## config.mk

```make
export PLATFORM = sky130hd
export DESIGN_NAME = tdo_out_stage
export DESIGN_NICKNAME = d
export VERILOG_FILES = /design/src/rtl/jtag_pkg.sv /design/src/rtl/tdo_delay_line.sv /design/src/rtl/tdo_out_stage.sv
export SDC_FILE = /design/constraint.sdc
export NUM_CORES = 1
export LEC_CHECK = 0
export CAP_MARGIN = 15
export CORE_AREA = 5 5 74 76
export CTS_BUF_LIST = sky130_fd_sc_hd__clkbuf_4
export DETAILED_ROUTE_END_ITERATION = 7
export DIE_AREA = 0 0 79 81
export DONT_BUFFER_PORTS = 1
export MAX_ROUTING_LAYER = met4
export SLEW_MARGIN = 25
export SYNTH_ARGS = -nofsm -noshare
export SYNTH_HDL_FRONTEND = slang
export SYNTH_HIERARCHICAL = 1
export SYNTH_SLANG_ARGS = --single-unit
export TNS_END_PERCENT = 1
```

## constraint.sdc

```tcl
create_clock -name TCKN -period 2.3 [get_ports TCKN]
set_input_delay 0.46 -clock TCKN [delete_from_list [all_inputs] [get_ports TCKN]]
set_output_delay 0.46 -clock TCKN [all_outputs]
set_load 0.02 [all_outputs]
```

## src/rtl/jtag_pkg.sv

```systemverilog
// Shared JTAG output-stage definitions: FSM encoding, delay limit, SEL width helper.
package jtag_pkg;

  typedef enum logic [1:0] {
    ST_IDLE  = 2'd0,
    ST_SHIFT = 2'd1,
    ST_FLUSH = 2'd2
  } tdo_state_e;

  localparam int unsigned TDO_MAX_DELAY = 7;

  // Width of a chain index; a single chain still gets a 1-bit select.
  function automatic int unsigned sel_width(input int unsigned channels);
    return (channels > 1) ? $clog2(channels) : 1;
  endfunction

endpackage

```

## src/rtl/tdo_delay_line.sv

```systemverilog
// Retiming shift register for {valid,data} behind the TDO capture stage.
// Also reports the last-stage valid and the "any stage valid" condition as they
// will be after the coming edge, so the controller can decide without waiting.
module tdo_delay_line
  import jtag_pkg::*;
#(
  parameter int unsigned DELAY = 0
) (
  input  logic clk,
  input  logic rst,
  input  logic in_valid,       // capture stage valid, current
  input  logic in_data,        // capture stage data, current
  input  logic in_valid_next,  // capture stage valid after the coming edge
  output logic out_valid,
  output logic out_data,
  output logic out_valid_next,
  output logic any_valid_next
);

  localparam int unsigned DEPTH = (DELAY > TDO_MAX_DELAY) ? TDO_MAX_DELAY : DELAY;

  if (DEPTH == 0) begin : g_pass
    assign out_valid      = in_valid;
    assign out_data       = in_data;
    assign out_valid_next = in_valid_next;
    assign any_valid_next = in_valid_next;
  end else begin : g_pipe
    logic [DEPTH-1:0] v_q;
    logic [DEPTH-1:0] d_q;
    logic [DEPTH-1:0] v_shift;
    logic [DEPTH-1:0] d_shift;

    // Next contents of the retiming stages: everything moves up one place.
    always_comb begin
      v_shift    = v_q << 1;
      d_shift    = d_q << 1;
      v_shift[0] = in_valid;
      d_shift[0] = in_data;
    end

    // Unconditional shift every edge; synchronous clear.
    always_ff @(posedge clk) begin
      if (rst) begin
        v_q <= '0;
        d_q <= '0;
      end else begin
        v_q <= v_shift;
        d_q <= d_shift;
      end
    end

    assign out_valid      = v_q[DEPTH-1];
    assign out_data       = d_q[DEPTH-1];
    assign out_valid_next = v_shift[DEPTH-1];
    assign any_valid_next = in_valid_next | (|v_shift);
  end

endmodule

```

## src/rtl/tdo_out_stage.sv

```systemverilog
// TDO output stage: selects one scan chain, captures it on TCKN, retimes it by
// DELAY extra stages, and tracks bursts (bit count, done pulse, bad-select flag).
module tdo_out_stage
  import jtag_pkg::*;
#(
  parameter  int unsigned CHANNELS = 2,
  parameter  int unsigned DELAY    = 0,
  parameter  int unsigned CNT_W    = 16,
  localparam int unsigned SEL_W    = sel_width(CHANNELS)
) (
  input  logic                TCKN,
  input  logic                RST,
  input  logic                SHIFT,
  input  logic [SEL_W-1:0]    SEL,
  input  logic [CHANNELS-1:0] CHAIN_TDO,
  output logic                TDO,
  output logic                TDO_EN,
  output logic [CNT_W-1:0]    BIT_CNT,
  output logic                DONE,
  output logic                SEL_ERR
);

  localparam int unsigned PAD_W = 1 << SEL_W;

  logic [PAD_W-1:0] chain_pad;
  logic             sel_bad;
  logic             d_sel;

  logic             s0_v;
  logic             s0_d;
  logic             last_v_next;
  logic             any_v_next;

  tdo_state_e       state;
  tdo_state_e       state_n;
  logic             done_n;
  logic             start;
  logic [CNT_W-1:0] cnt_n;
  logic             err_n;

  // Chain select; unpopulated indices read as 0 through the zero-padded vector.
  always_comb begin
    chain_pad                 = '0;
    chain_pad[CHANNELS-1:0]   = CHAIN_TDO;
    sel_bad                   = (CHANNELS > 1) && (32'(SEL) >= CHANNELS);
    d_sel                     = (CHANNELS == 1) ? CHAIN_TDO[0] : chain_pad[SEL];
  end

  // Capture stage: takes a new bit while shifting, otherwise drops valid and keeps data.
  always_ff @(posedge TCKN) begin
    if (RST) begin
      s0_v <= 1'b0;
      s0_d <= 1'b0;
    end else if (SHIFT) begin
      s0_v <= 1'b1;
      s0_d <= d_sel;
    end else begin
      s0_v <= 1'b0;
    end
  end

  tdo_delay_line #(
    .DELAY (DELAY)
  ) u_delay (
    .clk            (TCKN),
    .rst            (RST),
    .in_valid       (s0_v),
    .in_data        (s0_d),
    .in_valid_next  (SHIFT),
    .out_valid      (TDO_EN),
    .out_data       (TDO),
    .out_valid_next (last_v_next),
    .any_valid_next (any_v_next)
  );

  // Burst controller next state; decisions use pipeline valids as they will be after the edge.
  always_comb begin
    state_n = state;
    done_n  = 1'b0;
    start   = 1'b0;
    case (state)
      ST_IDLE: begin
        if (SHIFT) begin
          state_n = ST_SHIFT;
          start   = 1'b1;
        end
      end
      ST_SHIFT: begin
        if (!SHIFT) begin
          if (any_v_next) begin
            state_n = ST_FLUSH;
          end else begin
            state_n = ST_IDLE;
            done_n  = 1'b1;
          end
        end
      end
      ST_FLUSH: begin
        if (SHIFT) begin
          state_n = ST_SHIFT;
        end else if (!any_v_next) begin
          state_n = ST_IDLE;
          done_n  = 1'b1;
        end
      end
      default: begin
        state_n = ST_IDLE;
      end
    endcase
  end

  // Burst statistics: a new burst clears the count and flag before this edge's update applies.
  always_comb begin
    cnt_n = start ? '0 : BIT_CNT;
    if (last_v_next && (cnt_n != '1)) begin
      cnt_n = cnt_n + CNT_W'(1);
    end
    err_n = (start ? 1'b0 : SEL_ERR) | (SHIFT & sel_bad);
  end

  // Controller and statistics registers.
  always_ff @(posedge TCKN) begin
    if (RST) begin
      state   <= ST_IDLE;
      DONE    <= 1'b0;
      BIT_CNT <= '0;
      SEL_ERR <= 1'b0;
    end else begin
      state   <= state_n;
      DONE    <= done_n;
      BIT_CNT <= cnt_n;
      SEL_ERR <= err_n;
    end
  end

endmodule

```

==> metrics.md <==
| Metric | Value |
|---|---|
| Run status | finished, final reports clean |
| Setup Viol. Count Final | 0 |
| Gpl congestion | 0.7982 |
| Max Cap Viol | 0 |
| Hold Crit Start | RST |
| Die Area | 6399 um2 |
| Antenna cells | 0 |
| Post-DR wirelength/cell | 14.15 um |
| Critical path's slowest cell | dfxtp_2 |
| Via count | 1044 |
| Register area share after synthesis | 31.11% |
| CP Class | flop to flop |
| Worst Skew | 0.007964 ns |
| Async S/R FF share, synth | 0% |
| Worst path cell trace | inv_2, ha_2, nand2_2, and2_4, ha_2, and3_4, and4_4, a2111oi_4, mux2_1 |
| Pwr Total | approximately 0.00064 W |
| DP Wirelength | ~2.2 mm |
| Top-count cell post-synth | dfxtp_1 |
| Layout cell share with drive strength beyond 1 | 23.38% |
| Synth Area in Compound Gates | 19.07% |
| #FFs+latches synth | 21 |
| Initial antenna violation count | 0 |
| Clock buffer count from CTS | 3 |
| Synth Cell Area | 1351 um2 |
| CP max FO | 7 |
| CTS sink count | 21 |
| GRT Util Overall | 9.880% |
| Largest net degree at the start of global routing | 25 |
| EDFF count, synth | 0 |
| Die X | slightly below 80 um |
| Drt via density | between 5 and 6 |
| Largest family of logic cells by synthesized area | simple AND/OR/NAND/NOR gates |
| TNS Setup | 0 ns |
| Final Hold Violating Endpoints | 0 |
| Final wirelength | 2.944 mm |
| Worst Setup SP | state[0]$_SDFFE_PP0P_ |
| Netlist cell types | 42 |
| Hold Crit Depth | 1 |
| Synth Area in Simple Gates | 26.48% |
| Post-synthesis adder-cell area fraction | under 10% |
| Post-CTS Repair Setup Buffers | 0 |
| Gr ovfl total | 0 |
| I/O pins | 26 |
| Worst Path Arrival | about 2.4 ns |
| # rows | 25 |
| Setup crit end kind | flop |
| Biggest area consumer among synthesized cells | dfxtp_1 |
| Worst Setup Start Kind | flop |
| CTS HTree Levels | 1 |
| Setup slack after layout | 0.08888 ns |
| Post-Place Worst Slack | approximately 0.020 ns |
| Post-synthesis mux area share | 10.65% |
| Synth-to-Final Area Change | 7.315% |
| Most used cell, CP | ha_2 |
| Synthesized Nets | 165 |
| Clock Latency Late Sink | between 0.3 and 0.4 ns |
| Synth area leaders | dfxtp_1 (31%), mux2i_1 (5.9%), ha_1 (4.6%) |
| Post-route ant nets | 0 |
| Min-delay worst type | input pin to flop |
| Cts hold-fix bufs | 0 |
| 1st-iter DRT viols | 24 |
| Vias in the first global route | 1008 |
| CTS tree | done |
| Leakage | 0.5104 nW |
| DR pass1 iterations | 5 |
| Largest stage delay, worst path | 0.36 ns |
| Top cells by count, synth | dfxtp_1 (21), nand2_1 (16), a21oi_1 (11) |
| Total Nets Final | 166 |
| Clock Root Buffer | clkbuf_4 |
| R2R cell count | 9 |
| Gate Count Post-Synth | 154 |
| Main synth FF type | dfxtp_1 |
| Pwr dens | 442.2 nW/um2 |
| Worst endpoint required time | 2.51 ns |
| Worst reg2reg startpoint | state[0]$_SDFFE_PP0P_ |
| Worst-path clk slew | between 0.1 and 0.15 ns |
| Synth Warn # | 6 |
| Max frequency | 452.3 MHz |
| First-pass GRT wire length | 4.809 mm |
| Final Cycle Share | 96.14% |
| Residual DRC count | 0 |
| Synth Area in XOR/XNOR | 0% |
| Starting Density | about 29% |
| Share of Yosys cell area claimed by the top area cell type | between 30% and 40% |
| Core area | 4661 um2 |
| Worst IR drop on VDD | 241.4 uV |
| RSZ-0062 raised after global routing | false |
| Deepest clock path buffer count | 2 |
| IO buf count | 0 |
| Slew Limit Fails | 0 |
| Synthesized area per cell | around 9 um2 |
| Die Y | 81 um |
| Min cycle time layout | 2.211 ns |
==> registers in the layout, indices dropped and copies added (netlist names) <==
| register | cells |
|---|---|
| s0_d | 1 |
| s0_v | 1 |
| BIT_CNT | 16 |
| DONE | 1 |
| state | 2 |
==> cell families after synthesis <==
| kind of cell | after synthesis |
|---|---|
| compound gates | 32 |
| fa+ha+maj | 5 |
| buf+inv | 18 |
| flops | 21 |
| mux | 13 |
| other cells | 1 |
| simple gates | 64 |
==> what timing repair did <==
| item | 4_1_cts | 5_1_grt |
|---|---|---|
| pin swaps | 0 | 0 |
| endpoints found under the setup margin | 2 | 5 |
| gates resized for setup | 1 | 1 |
==> final timing paths <==
path | to | slack (ns)
min | state[1]$_SDFFE_PP0P_ | 0.20
max reg2reg | BIT_CNT[15]$_SDFF_PP0_ | 0.09
min reg2reg | s0_d$_SDFFE_PP0P_ | 0.60
max | BIT_CNT[15]$_SDFF_PP0_ | 0.09
==> worst max-delay path, delay by kind of cell, from the launching register on <==
family	cells	cell delay [ns]
simple gates	4	0.64
fa+ha+maj	2	0.39
flops	1	0.36
mux	1	0.34
compound gates	1	0.30
buf+inv	1	0.07
==> report_power, final <==
group	switching [W]	leakage, nW	internal (W)	total (W)
Combinational	0.0000392	0.322	0.0000334	0.0000726
Clock	0.000125	0.0177	0.0000650	0.000190
Sequential	0.00000801	0.171	0.000371	0.000379
==> area by class of cell <==
type,instances,area (um2)
Multi-Input combinational cell,115,845.8
Fill cell,493,3211
Sequential cell,21,422.9
Tap cell,54,67.56
Clock buffer,3,22.52
Timing Repair Buffer,9,67.56
Inverter,5,18.77
Clock inverter,1,5.005
==> layout by cell type (no fill, tap or decap), types with 3 or more instances in the layout <==
master / synthesis / routed
ha_1: 5 / 3
a21oi_1: 11 / 11
nor2_1: 10 / 10
nand2b_1: 6 / 6
buf_4: 6 / 9
a211oi_1: 6 / 6
nor2b_1: 3 / 3
clkbuf_4: 0 / 3
nand4_1: 3 / 3
dfxtp_1: 21 / 19
mux2i_1: 8 / 8
inv_1: 5 / 3
nand2_1: 16 / 15
nor3_1: 4 / 4
nand3_1: 7 / 7
==> routing by layer <==
layer | global-route usage, % | share of wire, % | up-vias
li1 | - | - | 551
met1 | 11.36 | 46 | 468
met2 | 16.25 | 47 | 21
met3 | 3.769 | 6.2 | 4
met4 | 2.577 | 0.85 | 0
met5 | - | 0 | -
==> stage by stage <==
step,util [%],hold WS [ns],instances,area [um2]
2_1_floorplan,-,0.4785,154,1375
3_3_place_gp,30.47,0.5290,204,1420
3_5_place_dp,30.47,0.5324,204,1420
4_1_cts,31.09,0.1799,208,1449
5_1_grt,31.11,0.1711,208,1450
6_report,31.11,0.1951,208,1450
Note: power is estimated with default switching activity, not from simulation.
